--- src/rtl/imem_loader_pkg.sv ---
// Shared types for the boot-time instruction-memory loader.
// Holds the loader state encoding and word framing constant.
package imem_loader_pkg;

    typedef enum logic [2:0] {
        IDLE,
        CNT,
        HI,
        LO,
        CHK,
        RUN,
        ERR
    } state_t;

    localparam int BYTES_PER_WORD = 2;

endpackage

--- src/rtl/imem_loader.sv ---
// Loads a framed byte stream into instruction memory and releases the
// processor only after a complete frame with a matching checksum.
module imem_loader
    import imem_loader_pkg::*;
#(
    parameter int ADDR_W = 7,
    parameter int DATA_W = 16
) (
    input  logic              clk,
    input  logic              rst_n,
    input  logic              start,
    input  logic              in_valid,
    input  logic [7:0]        in_byte,
    output logic              in_ready,
    output logic              im_wr,
    output logic [ADDR_W-1:0] im_addr,
    output logic [DATA_W-1:0] im_data,
    output logic              proc_reset,
    output logic              done,
    output logic              error
);

    localparam logic [ADDR_W:0]   REM_ONE  = (ADDR_W+1)'(1);
    localparam logic [ADDR_W:0]   FULL_N   = (ADDR_W+1)'(1 << ADDR_W);
    localparam logic [ADDR_W-1:0] ADDR_ONE = ADDR_W'(1);
    localparam int                HI_W     = 8 * (BYTES_PER_WORD - 1);

    state_t            state_q;
    state_t            state_d;
    logic              xfer;
    logic              bad_cnt;
    logic [ADDR_W:0]   n_words;
    logic [ADDR_W:0]   rem_q;
    logic [ADDR_W-1:0] addr_q;
    logic [7:0]        xor_q;
    logic [HI_W-1:0]   hi_q;

    assign in_ready = (state_q == CNT) || (state_q == HI) ||
                      (state_q == LO)  || (state_q == CHK);
    assign xfer     = in_valid && in_ready;

    assign done       = (state_q == RUN);
    assign error      = (state_q == ERR);
    assign proc_reset = !(state_q == RUN);

    // COUNT of zero encodes a full memory image
    assign bad_cnt = int'(in_byte) > (1 << ADDR_W);
    assign n_words = (in_byte == 8'd0) ? FULL_N : (ADDR_W+1)'(in_byte);

    always_ff @(posedge clk or negedge rst_n) begin
        if (!rst_n) begin
            state_q <= IDLE;
        end else begin
            state_q <= state_d;
        end
    end

    always_comb begin
        state_d = state_q;
        unique case (state_q)
            IDLE, RUN, ERR: begin
                if (start) state_d = CNT;
            end
            CNT: begin
                if (xfer) state_d = bad_cnt ? ERR : HI;
            end
            HI: begin
                if (xfer) state_d = LO;
            end
            LO: begin
                if (xfer) state_d = (rem_q == REM_ONE) ? CHK : HI;
            end
            CHK: begin
                if (xfer) state_d = (in_byte == xor_q) ? RUN : ERR;
            end
            default: state_d = IDLE;
        endcase
    end

    always_ff @(posedge clk or negedge rst_n) begin
        if (!rst_n) begin
            im_wr   <= 1'b0;
            im_addr <= '0;
            im_data <= '0;
            rem_q   <= '0;
            addr_q  <= '0;
            xor_q   <= '0;
            hi_q    <= '0;
        end else begin
            im_wr <= 1'b0;
            unique case (state_q)
                IDLE, RUN, ERR: begin
                    if (start) begin
                        addr_q <= '0;
                        xor_q  <= '0;
                    end
                end
                CNT: begin
                    if (xfer) begin
                        rem_q  <= n_words;
                        addr_q <= '0;
                        xor_q  <= in_byte;
                    end
                end
                HI: begin
                    if (xfer) begin
                        hi_q  <= in_byte;
                        xor_q <= xor_q ^ in_byte;
                    end
                end
                LO: begin
                    if (xfer) begin
                        im_wr   <= 1'b1;
                        im_addr <= addr_q;
                        im_data <= DATA_W'({hi_q, in_byte});
                        addr_q  <= addr_q + ADDR_ONE;
                        rem_q   <= rem_q - REM_ONE;
                        xor_q   <= xor_q ^ in_byte;
                    end
                end
                default: ;
            endcase
        end
    end

endmodule

--- config.mk ---
export PLATFORM = sky130hd
export DESIGN_NAME = imem_loader
export DESIGN_NICKNAME = d
export VERILOG_FILES = /design/src/rtl/imem_loader_pkg.sv /design/src/rtl/imem_loader.sv
export SDC_FILE = /design/constraint.sdc
export NUM_CORES = 1
export LEC_CHECK = 0
export CAP_MARGIN = 20
export CORE_MARGIN = 3
export CORE_UTILIZATION = 38
export CTS_CLUSTER_DIAMETER = 30
export DETAILED_ROUTE_END_ITERATION = 6
export GPL_ROUTABILITY_DRIVEN = 0
export HOLD_SLACK_MARGIN = 0.15
export PLACE_DENSITY_LB_ADDON = 0.05
export SYNTH_ARGS = -nofsm -noshare
export SYNTH_HDL_FRONTEND = slang
export SYNTH_SLANG_ARGS = --single-unit
--- constraint.sdc ---
create_clock -name clk -period 2.25 [get_ports clk]
set_input_delay 0.45 -clock clk [delete_from_list [all_inputs] [get_ports clk]]
set_output_delay 0.45 -clock clk [all_outputs]
set_load 0.01 [all_outputs]
* Word-level counts from Yosys, hierarchy flattened
Index checks and enable logic that the tools add are counted.
** Word-level totals
- Register bits after elaboration :: 58
- Input port bits :: 12
- Output and inout bits :: 28
- Logic and storage cells :: 67
** Operators by class
- $add $sub $neg :: 2
- Order comparisons :: 1
- Eq/ne operators :: 14
- Muxes and demuxes :: 23
- Bitwise operators :: 1
- Reductions and logical operators :: 18
** Operator list (count)
- $mux 8 :: 6
- $pmux 8 s3 :: 1
- $mux 3 :: 7
- $mux 7 :: 3
- $pmux 7 s3 :: 1
- $pmux 8 s2 :: 1
- $pmux 3 s5 :: 1
- $ne 2x2->1 const B :: 5
- $eq 3x3->1 const B :: 3
- $eq 8x1->1 const B :: 1
- $eq 8x8->1 :: 1
- $gt 8x8->1 const B :: 1
- $logic_not 8->1 :: 1
- $reduce_and 4->1 :: 2
- $sub 8x1->8 const B :: 1
- $xor 8x8->8 :: 1
- $add 7x1->7 const B :: 1
- $eq 3x2->1 const B :: 2
- $reduce_bool 3->1 :: 2
- $reduce_and 5->1 :: 1
- $reduce_and 2->1 :: 2
- $eq 3x1->1 const B :: 1
- $logic_not 3->1 :: 1
- $logic_or 1x1->1 :: 3
- other kinds (9) :: 10

* Logic depth before layout (Yosys ltp)
Gate-level depths: netlist of the first run.
- Depth after elaboration :: 7
- Depth in mapped cells :: 6
- Gate-level depth less buffers :: 6

* Worst setup path before layout of the first run
OpenSTA, ideal clock, no wires.
- Kind :: register to output
- Start point :: register state_q[1]
- End point :: output proc_reset
- Arrival time :: 1.359 ns
- Required time :: 1.800 ns
- Slack :: 0.441 ns
- Stages on the path, launching flop included :: 6
- Buffers on the path :: 3
- Path through :: dfrtp_1 buf_2 buf_2 clkbuf_1 nor3_1 inv_1
** On the way
- Word-level cells in the longest chain between the ends :: 2
** RTL lines
- start: declaration :: line imem_loader.sv:28 : state_t state_q;
- start signal: assignment :: line imem_loader.sv:54 : state_q <= state_d;
- $eq 3x3->1
- net done :: line imem_loader.sv:19 : output logic done,
- $logic_not 1->1 :: line imem_loader.sv:44 : assign proc_reset = !(state_q == RUN);
- end: declaration :: line imem_loader.sv:18 : output logic proc_reset,
The timed path passes the listed nets, and every way through them passes these cells.

* Worst setup path after layout of the first run
- Start point :: register state_q[0]
- End point :: output done
** On the way
- Word-level cells in the longest chain between the ends :: 1
** RTL lines
- $eq 3x3->1 :: line imem_loader.sv:42 : assign done = (state_q == RUN);
- end: declaration :: line imem_loader.sv:19
Every way passes these cells.

==> results.md, run 1 <==
* Status: completed
* Leak at approximately 1.7 nW
* Pre-CTS setup slack at 0.0597 ns
* Largest stage delay on the critical path at around 0.56 ns
* Nets at around 360
* Setup Total Neg Slack at 0 ns
* Placed Cells at around 430
* Die Width at between 90 and 100 um
* Fin util at between 50% and 60%
* Max-slew violation count at 0
* Area post-placement at 0.00370 mm2
* EDFF count, synth at 0
* Fillers at approximately 720
* Top delay family on crit path: buffers and inverters
* Critical Path RT at 1.80 ns
* Clock Path Buffers at 2
* Pre-Repair DR Iteration Count at 5
* RSZ-0062 raised after global routing: no
* Gate Count Post-Synth at between 200 and 300
* Most frequent cells after synthesis: dfrtp_1, mux2_2, a21oi_1
* Post-route insts no fill at approximately 450
* Post-route clock skew at approximately 0.011 ns
* Area delta synth->final at 29.0%
* CP max stage cell: clkdlybuf4s50_1
* DR iter-0 viols at 121
* Final setup margin at approximately 0.12 ns
* Power per cell area at approximately 1400 mW/mm2
* Initial antenna violation count at 0
* Core area at approximately 0.008 mm2
* Setup violations, final at 0
* Synth top area share at 47.1%
* Post-route ant nets at 0
* Post-synthesis register bit count at 58
* Final Hold Vio Count at 0
* Worst skew pair latency at 0.35 ns
* Total CTS buffers at 9
* CP Capture Type: output port
* Yosys cell types at 50
* Multi-input logic area at approximately 0.0015 mm2
* Pin count of the biggest net entering global routing at just under 60
* Arrival time worst endpoint at roughly 1.7 ns
* Clock Tree Root: clkbuf_8
* Vias in the first global route at 2422
* Setup CP Type: flop to output port
* Worst-path fanout max at 5
* Minimum hold slack at 0.503 ns
* Hpwl dp at approximately 5100 um
* Synth top area cells: dfrtp_1, mux2_2, mux2i_1, a21oi_1, o21ai_0
* H-tree levels at 3
* Post-synth top area cell: dfrtp_1
* Wire length per cell at between 15 and 20 um
* Min Clock Period, post-route at 2.13 ns
* N_diodes at 0
* CP cell instances: inv_1 > nor3_2 > clkdlybuf4s50_1
* Synth Net Count at slightly above 300
* Async S/R FF share, synth at 100%
* Crit path launch type: flop
* Sequential Area at between 0.001 and 0.0015 mm2
* GRT Residual Overflow at 0
* Design Area, Final at 0.00398 mm2
* Seq/Total Area, Yosys at between 40% and 50%
* Max-cap viol count at 0
* Crit share post-route at 94.7%
* DRC errors left at 0
* Vias per Instance at roughly 5.4
* Vias at between 2000 and 2500
* Synth warn at 0
* Row cnt at 32
* Mapped cell area at 0.00308 mm2
* Fmax at ~470 MHz
* Max-slew headroom at 56.8%
* # IOs at 40
* Starting density of the core at between 30% and 40%
* All-Layer GR Usage at ~18%
* Largest vdd supply drop at between 0.0006 and 0.0007 V
* Final Power at roughly 5.4 mW
* First-pass GRT wire length at about 12000 um
* Final wirelength at 7510 um
* Main synth FF type: dfrtp_1
* Worst Path Buf+Inv at 2
* Most instantiated library cell after synthesis: dfrtp_1
* Avg Cell Area, Syn at 10.7 um2
* Tightest Pin Transition at 0.631 ns
* Clk pin slew, worst setup/hold paths at roughly 0.070 ns
* Die ar. at 0.00923 mm2
* TritonCTS Sinks at 58
* Worst hold path class: flop to flop
* CTS tree: yes
* Die Ht at 96.1 um
* # port buffers at 39
* Ratio of cells with drive above 1 in the final layout at a little over a quarter
per-layer routing:
layer  track usage [%]  wire (um)
met1              25.9       3800
met2              24.7       3260
met3              4.93        345
met4              5.92        108
met5                 0          0
area by class of cell:
| class | instances | share of cell area (%) |
|---|---|---|
| clock inverter | 7 | 2.55 |
| sequential | 58 | 36.5 |
| inverter | 7 | 0.755 |
| multi-input combinational | 202 | 38.0 |
| clock buffer | 9 | 3.11 |
| tap | 102 | 3.21 |
| timing repair buffer | 68 | 15.8 |
registers in the layout (all words and copies together) (netlist names):
signal and count:
addr_q 7, hi_q 8, im_addr 7, im_data 16
im_wr 1, rem_q 8, state_q 3, xor_q 8
kinds of logic after synthesis:
logic type                 count (synthesis)  share of synthesized area, %
and+or+nand+nor                           80                          15.9
AOI/OAI and AO/OA                         67                          13.8
DFF                                       58                          47.1
muxes                                     43                          15.3
buffers and inverters                     28                          4.18
xor gates and xnor gates                   9                          2.56
adders and majority gates                  3                          1.22
worst paths after layout:
kind	startpoint	end	slack, ns	depth (start not counted)
setup reg to reg	state_q[2]	addr_q[2]	0.24	5
hold / removal	hi_q[3]	im_data[11]	0.50	1
min in group asynchronous	rst_n	state_q[0]	0.63	3
hold reg to reg	hi_q[3]	im_data[11]	0.50	1
setup / recovery	state_q[0]	done	0.12	3
max in group asynchronous	rst_n	im_addr[4]	1.33	3
power by group:
| group | switching, mW | internal, mW | leakage, nW |
|---|---|---|---|
| clock network | 0.473 | 0.632 | 0.106 |
| logic | 1.13 | 1.29 | 0.845 |
| registers | 0.383 | 1.53 | 0.702 |
| total | 1.99 | 3.45 | 1.65 |
what timing repair did:
item / 4_1_cts / 5_1_grt
setup buffers: 0 / 4
hold endpoints to repair: 58 / 0
setup endpoints to repair: 3 / 4
hold buffers: 1 / 0
gates resized for setup: 1 / 4
cells in the final DEF, fill, tap and decap left out, types with 2 or more instances in the layout:
master / instances
inv_6: 2
clkdlybuf4s50_1: 38
nor2b_1: 2
bufinv_16: 2
mux2_2: 32
buf_12: 2
nand2_1: 9
dfrtp_2: 2
a21oi_2: 4
buf_4: 26
o21ai_0: 18
and3b_1: 2
and2_1: 3
o211ai_1: 5
and3_1: 5
ha_1: 3
mux2i_1: 11
a31oi_1: 3
a211oi_1: 3
nand3b_1: 10
nand3_1: 12
inv_1: 6
dfrtp_1: 56
nor2_1: 7
clkbuf_8: 9
a41o_1: 2
o21a_1: 5
nand4_1: 7
nor3b_1: 4
a21oi_1: 19
xnor2_1: 9
nor3_1: 5
clkinvlp_4: 3
(Power assumes the default switching activity.)
==> run 2, diff against run 1 <==
--- a/config.mk
+++ b/config.mk
@@ -6,8 +6,7 @@
 export NUM_CORES = 1
 export LEC_CHECK = 0
 export CAP_MARGIN = 20
-export CORE_MARGIN = 3
-export CORE_UTILIZATION = 38
+export CORE_UTILIZATION = 45
 export CTS_CLUSTER_DIAMETER = 30
 export DETAILED_ROUTE_END_ITERATION = 6
 export GPL_ROUTABILITY_DRIVEN = 0
==> results.md, run 2 (synthesized netlist as in run 1, its figures left out) <==
* Leading cell types in the layout, fill and taps excluded: dfrtp_1, clkdlybuf4s50_1, mux2_2, buf_4, a21oi_1 (unchanged)
* Row cnt at 29 (was 32)
* Worst skew pair latency at 0.34 ns (was 0.35 ns)
* Clock Tree Root: clkbuf_8 (unchanged)
* Crit share post-route at 95.1% (was 94.7%)
* Initial antenna violation count at 0 (unchanged)
* Worst-path fanout max at 8 (was 5)
* TritonCTS Sinks at 58 (unchanged)
* Sw Pwr at 1.90 mW (was 1.99 mW)
* Vias at 2397 (was 2450)
* N_diodes at 0 (unchanged)
* Status: complete, but fails checks (was completed)
* All-Layer GR Usage at 21.9% (was 17.6%)
* Ratio of cells with drive above 1 in the final layout at 25.6% (was 26.8%)
* DR iter-0 viols at 103 (was 121)
* Commonest non-fill, non-tap cell in the layout: dfrtp_1 (unchanged)
* Post-route ant nets at 0 (unchanged)
* Minimum hold slack at 0.503 ns (about the same)
* Setup Total Neg Slack at 0 ns (unchanged)
* Vias per Instance at 5.64 (was 5.41)
* Max-cap viol count at 0 (unchanged)
* Crit path launch type: flop (unchanged)
* Min Clock Period, post-route at 2.14 ns (was 2.13 ns)
* Max-slew violation count at 0 (unchanged)
* Setup CP Type: flop to output port (unchanged)
* Combinational power share at 43.3% (was 44.5%)
* Die Ht at 84.8 um (was 96.1 um)
* Area delta synth->final at 27.1% (was 29.0%)
* Largest register FFs at 16 (unchanged)
* RSZ-0062 raised after global routing: no (unchanged)
* Hpwl dp at 5000 um (was 5070 um)
* Critical Path RT at 1.80 ns (about the same)
* Power per cell area at 1390 mW/mm2 (was 1370 mW/mm2)
* Worst hold path class: flop to flop (unchanged)
* Total CTS buffers at 9 (unchanged)
* Clock Path Buffers at 2 (unchanged)
* Starting density of the core at 47.5% (was 39.5%)
* Die ar. at 0.00719 mm2 (was 0.00923 mm2)
* First-pass GRT wire length at 12000 um (was 12400 um)
* Clock share of power at 21.3% (was 20.3%)
* Failing checks: design-rule violations
* Setup violations, final at 0 (unchanged)
* Fin util at 60.3% (was 51.0%)
* GRT Residual Overflow at 0 (unchanged)
* Largest vdd supply drop at 0.000766 V (was 0.000651 V)
* Tightest Pin Transition at 0.658 ns (was 0.631 ns)
* Switch share at 35.0% (was 36.5%)
* Core area at 0.00649 mm2 (was 0.00781 mm2)
* Pre-Repair DR Iteration Count at 7 (was 5)
* CTS tree: yes (unchanged)
* Die Width at 84.8 um (was 96.1 um)
* Post-route clock skew at 0.00843 ns (was 0.0105 ns)
* P_int at 3.54 mW (was 3.45 mW)
* Pin count of the biggest net entering global routing at 31 (was 59)
* # port buffers at 39 (unchanged)
* Top reg by flops: im_data (unchanged)
* CP Capture Type: output port (unchanged)
* Final Hold Vio Count at 0 (unchanged)
* Max-slew headroom at 56.1% (was 56.8%)
* Fmax at 467 MHz (was 469 MHz)
* Leak at 1.64 nW (was 1.65 nW)
* H-tree levels at 3 (unchanged)
* # IOs at 40 (unchanged)
* Final wirelength at 7090 um (was 7510 um)
* Vias in the first global route at 2301 (was 2422)
* Nets at 358 (was 361)
* DRC errors left at 1 (was 0)
* Arrival time worst endpoint at 1.69 ns (was 1.68 ns)
* Reg power frac at 35.4% (was 35.1%)
* Clk pin slew, worst setup/hold paths at 0.07 ns (about the same)
* Wire length per cell at 16.7 um (was 16.6 um)
-- run 2: changes by cell type in the layout (fill, tap and decap cells not counted), sizes merged --
| cell | previous run | this run |
|---|---|---|
| bufinv | 2 | 3 |
| clkinvlp | 3 | 1 |
| inv | 8 | 7 |
| clkbuf | 9 | 11 |
| buf | 29 | 26 |
-- run 2: repair_timing --
item                                   in CTS  in global routing
buffers inserted                            0                  0
gates resized for setup                     1                  4
setup endpoints to repair                   2                  3
hold buffers                                1                  0
pin swaps                                   0                  0
endpoints found under the hold margin      11                  0
-- run 2: worst paths after layout --
path / start / endpoint / slack [ns] / cells after the start
setup / recovery: state_q[2] / proc_reset / 0.11 / 4
hold / removal: hi_q[4] / im_data[12] / 0.50 / 1
min in group asynchronous: rst_n / addr_q[3] / 0.67 / 2
setup reg to reg: state_q[2] / addr_q[2] / 0.34 / 4
max in group asynchronous: rst_n / rem_q[5] / 0.88 / 3
hold reg to reg: hi_q[4] / im_data[12] / 0.50 / 1
-- run 2: layer usage --
metal  vias up  GRT usage, %  share of wire, %
met2        67          31.7                44
met3         7          4.42               4.9
met5         -             0                 0
met1      1156          31.7                49
met4         0          9.71               1.4
li1       1167             -                 -
-- run 2: critical path, stage by stage, from the launching register on --
cell and delay, ns:
dfrtp_2 0.46, inv_1 0.24, nor3_2 0.07, inv_1 0.05, clkdlybuf4s50_1 0.52
-- run 2: metrics by stage --
step,area (um2),cells,worst slack (ns),power [mW]
6_report,3920,425,0.110,5.44
5_1_grt,3920,425,0.0225,5.82
4_1_cts,3910,425,0.0275,5.47
3_5_place_dp,3660,408,0.120,4.28
3_3_place_gp,3660,408,0.152,4.24
2_1_floorplan,3080,288,0.441,3.39
-- run 2: final cells by class --
class,count,area (um2)
fill,554,2580
multi-input combinational,202,1510
sequential,58,1460
timing repair buffer,65,596
clock buffer,11,131
clock inverter,5,103
tap,77,96.3
inverter,7,26.3
-- run 2: power by group through the flow --
stage / Combinational, mW / Clock (mW) / Sequential, mW
global route: 2.59 / 1.24 / 1.99
floorplan: 1.47 / 0 / 1.91
detailed placement: 2.35 / 0 / 1.92
CTS: 2.37 / 1.19 / 1.91
finish: 2.36 / 1.16 / 1.92
global placement: 2.33 / 0 / 1.91
==> run 3, diff against run 2 <==
--- a/config.mk
+++ b/config.mk
@@ -6,6 +6,7 @@
 export NUM_CORES = 1
 export LEC_CHECK = 0
 export CAP_MARGIN = 20
+export CORE_MARGIN = 4
 export CORE_UTILIZATION = 45
 export CTS_CLUSTER_DIAMETER = 30
 export DETAILED_ROUTE_END_ITERATION = 6
==> results.md, run 3 (synthesized netlist as in run 1, its figures left out) <==
* Die Ht at 90.8 um (was 84.8 um)
* Nets at 352 (was 358)
* Area delta synth->final at 25.4% (was 27.1%)
* H-tree levels at 3 (unchanged)
* Crit share post-route at 96.2% (was 95.1%)
* Final Hold Vio Count at 0 (unchanged)
* Clk pin slew, worst setup/hold paths at 0.07 ns (about the same)
* Row cnt at 29 (unchanged)
* Largest register FFs at 16 (unchanged)
* RSZ-0062 raised after global routing: no (unchanged)
* Final wirelength at 7180 um (was 7090 um)
* Hpwl dp at 4950 um (was 5000 um)
* Fmax at 462 MHz (was 467 MHz)
* Power per cell area at 1380 mW/mm2 (was 1390 mW/mm2)
* Max-slew headroom at 56.6% (was 56.1%)
* Die ar. at 0.00824 mm2 (was 0.00719 mm2)
* N_diodes at 0 (unchanged)
* Sink of the worst hold path: im_data[10] (was im_data[12])
* Post-route clock skew at 0.00683 ns (was 0.00843 ns)
* Vias per Instance at 5.79 (was 5.64)
* Status: completed (was complete, but fails checks)
* Worst R2R Setup Slack at 0.34 ns (about the same)
* Vias in the first global route at 2424 (was 2301)
* Starting density of the core at 47.5% (unchanged)
* Tightest Pin Transition at 0.646 ns (was 0.658 ns)
* Placed Cells at 402 (was 408)
* Die Width at 90.8 um (was 84.8 um)
* Max-slew violation count at 0 (unchanged)
* Wire length per cell at 17.1 um (was 16.7 um)
* Total CTS buffers at 9 (unchanged)
* Pre-Repair DR Iteration Count at 4 (was 7)
* Leading cell types in the layout, fill and taps excluded: dfrtp_1, clkdlybuf4s50_1, mux2_2, a21oi_1, o21ai_0 (was dfrtp_1, clkdlybuf4s50_1, mux2_2, buf_4, a21oi_1)
* DRC errors left at 0 (was 1)
* Largest vdd supply drop at 0.000658 V (was 0.000766 V)
* All-Layer GR Usage at 18.5% (was 21.9%)
* Clock Tree Root: clkbuf_8 (unchanged)
* GRT Residual Overflow at 0 (unchanged)
* Ratio of cells with drive above 1 in the final layout at 24.6% (was 25.6%)
* Worst hold path class: flop to flop (unchanged)
* DR iter-0 viols at 104 (was 103)
* Top reg by flops: im_data (unchanged)
* Min Clock Period, post-route at 2.16 ns (was 2.14 ns)
* Setup CP Type: flop to output port (unchanged)
* CTS tree: yes (unchanged)
* # Post-CTS Setup Buffers at 0 (unchanged)
* Reg2Reg Depth at 5 (was 4)
* Vias at 2427 (was 2397)
* Clock Path Buffers at 2 (unchanged)
* Post-route insts no fill at 419 (was 425)
* CP Capture Type: output port (unchanged)
* Fin util at 59.6% (was 60.3%)
* TritonCTS Sinks at 58 (unchanged)
* Arrival time worst endpoint at 1.71 ns (was 1.69 ns)
* Critical Path RT at 1.80 ns (about the same)
* Worst skew pair latency at 0.34 ns (about the same)
* First-pass GRT wire length at 12100 um (was 12000 um)
* Core area at 0.00649 mm2 (unchanged)
* Hold Path Cell Cnt at 1 (unchanged)
* # port buffers at 39 (unchanged)
* Fillers at 545 (was 554)
* Setup violations, final at 0 (unchanged)
* Crit path launch type: flop (unchanged)
* Worst min-delay path startpoint: im_data[10] (was hi_q[4])
* Commonest non-fill, non-tap cell in the layout: dfrtp_1 (unchanged)
* Worst-path fanout max at 12 (was 8)
* Worst reg2reg endpoint: addr_q[2] (unchanged)
* Pin count of the biggest net entering global routing at 59 (was 31)
* Leak at 1.61 nW (was 1.64 nW)
* Initial antenna violation count at 0 (unchanged)
* FF-to-FF Start: state_q[2] (unchanged)
* Post-route ant nets at 0 (unchanged)
* # IOs at 40 (unchanged)
* Setup Total Neg Slack at 0 ns (unchanged)
* Max-cap viol count at 0 (unchanged)
-- run 3: cell type report --
| type | instances | area [um2] | share of cell area (%) |
|---|---|---|---|
| Clock buffer | 9 | 124 | 3.20 |
| Clock inverter | 7 | 93.8 | 2.43 |
| Inverter | 7 | 26.3 | 0.679 |
| Multi-Input combinational cell | 202 | 1510 | 39.1 |
| Sequential cell | 58 | 1450 | 37.6 |
| Tap cell | 77 | 96.3 | 2.49 |
| Timing Repair Buffer | 59 | 563 | 14.6 |
-- run 3: what timing repair did --
action                     CTS  global route
hold endpoints to repair    58             0
gates resized for setup      1             3
setup endpoints to repair    3             3
hold buffers                 1             0
-- run 3: worst max-delay path by stage --
stage	end	start	cells after the start
global placement	addr_q[2]	start	4
detailed placement	addr_q[2]	start	4
floorplan	proc_reset	state_q[1]	5
global route	in_ready	state_q[1]	3
CTS	done	state_q[0]	3
finish	in_ready	state_q[1]	3
-- run 3: worst max-delay path: stages, from the launching register on --
cell             delay [ns]
dfrtp_2                0.50
nor2_2                 0.19
xnor2_1                0.14
clkdlybuf4s50_1        0.55
-- run 3: routing by layer --
layer | up-vias | wire length, um | track usage (%)
li1 | 1160 | - | -
met1 | 1203 | 3480 | 25.5
met2 | 54 | 3180 | 27.1
met3 | 10 | 401 | 6.75
met4 | 0 | 115 | 5.78
met5 | - | 0 | 0
-- run 3: report_power, final --
group	switching, mW	total, mW	internal (mW)
sequential	0.393	1.92	1.53
clock	0.440	1.06	0.621
combinational	1.09	2.34	1.25
-- run 3: through the flow --
stage	instance area, um2	setup slack, ns	total power [mW]	hold slack, ns
finish	3870	0.0863	5.33	0.506
detailed placement	3630	0.122	4.28	0.478
global placement	3630	0.156	4.25	0.479
CTS	3860	0.000114	5.37	0.509
global route	3870	0.0136	5.73	0.517
floorplan	3080	0.441	3.39	0.154
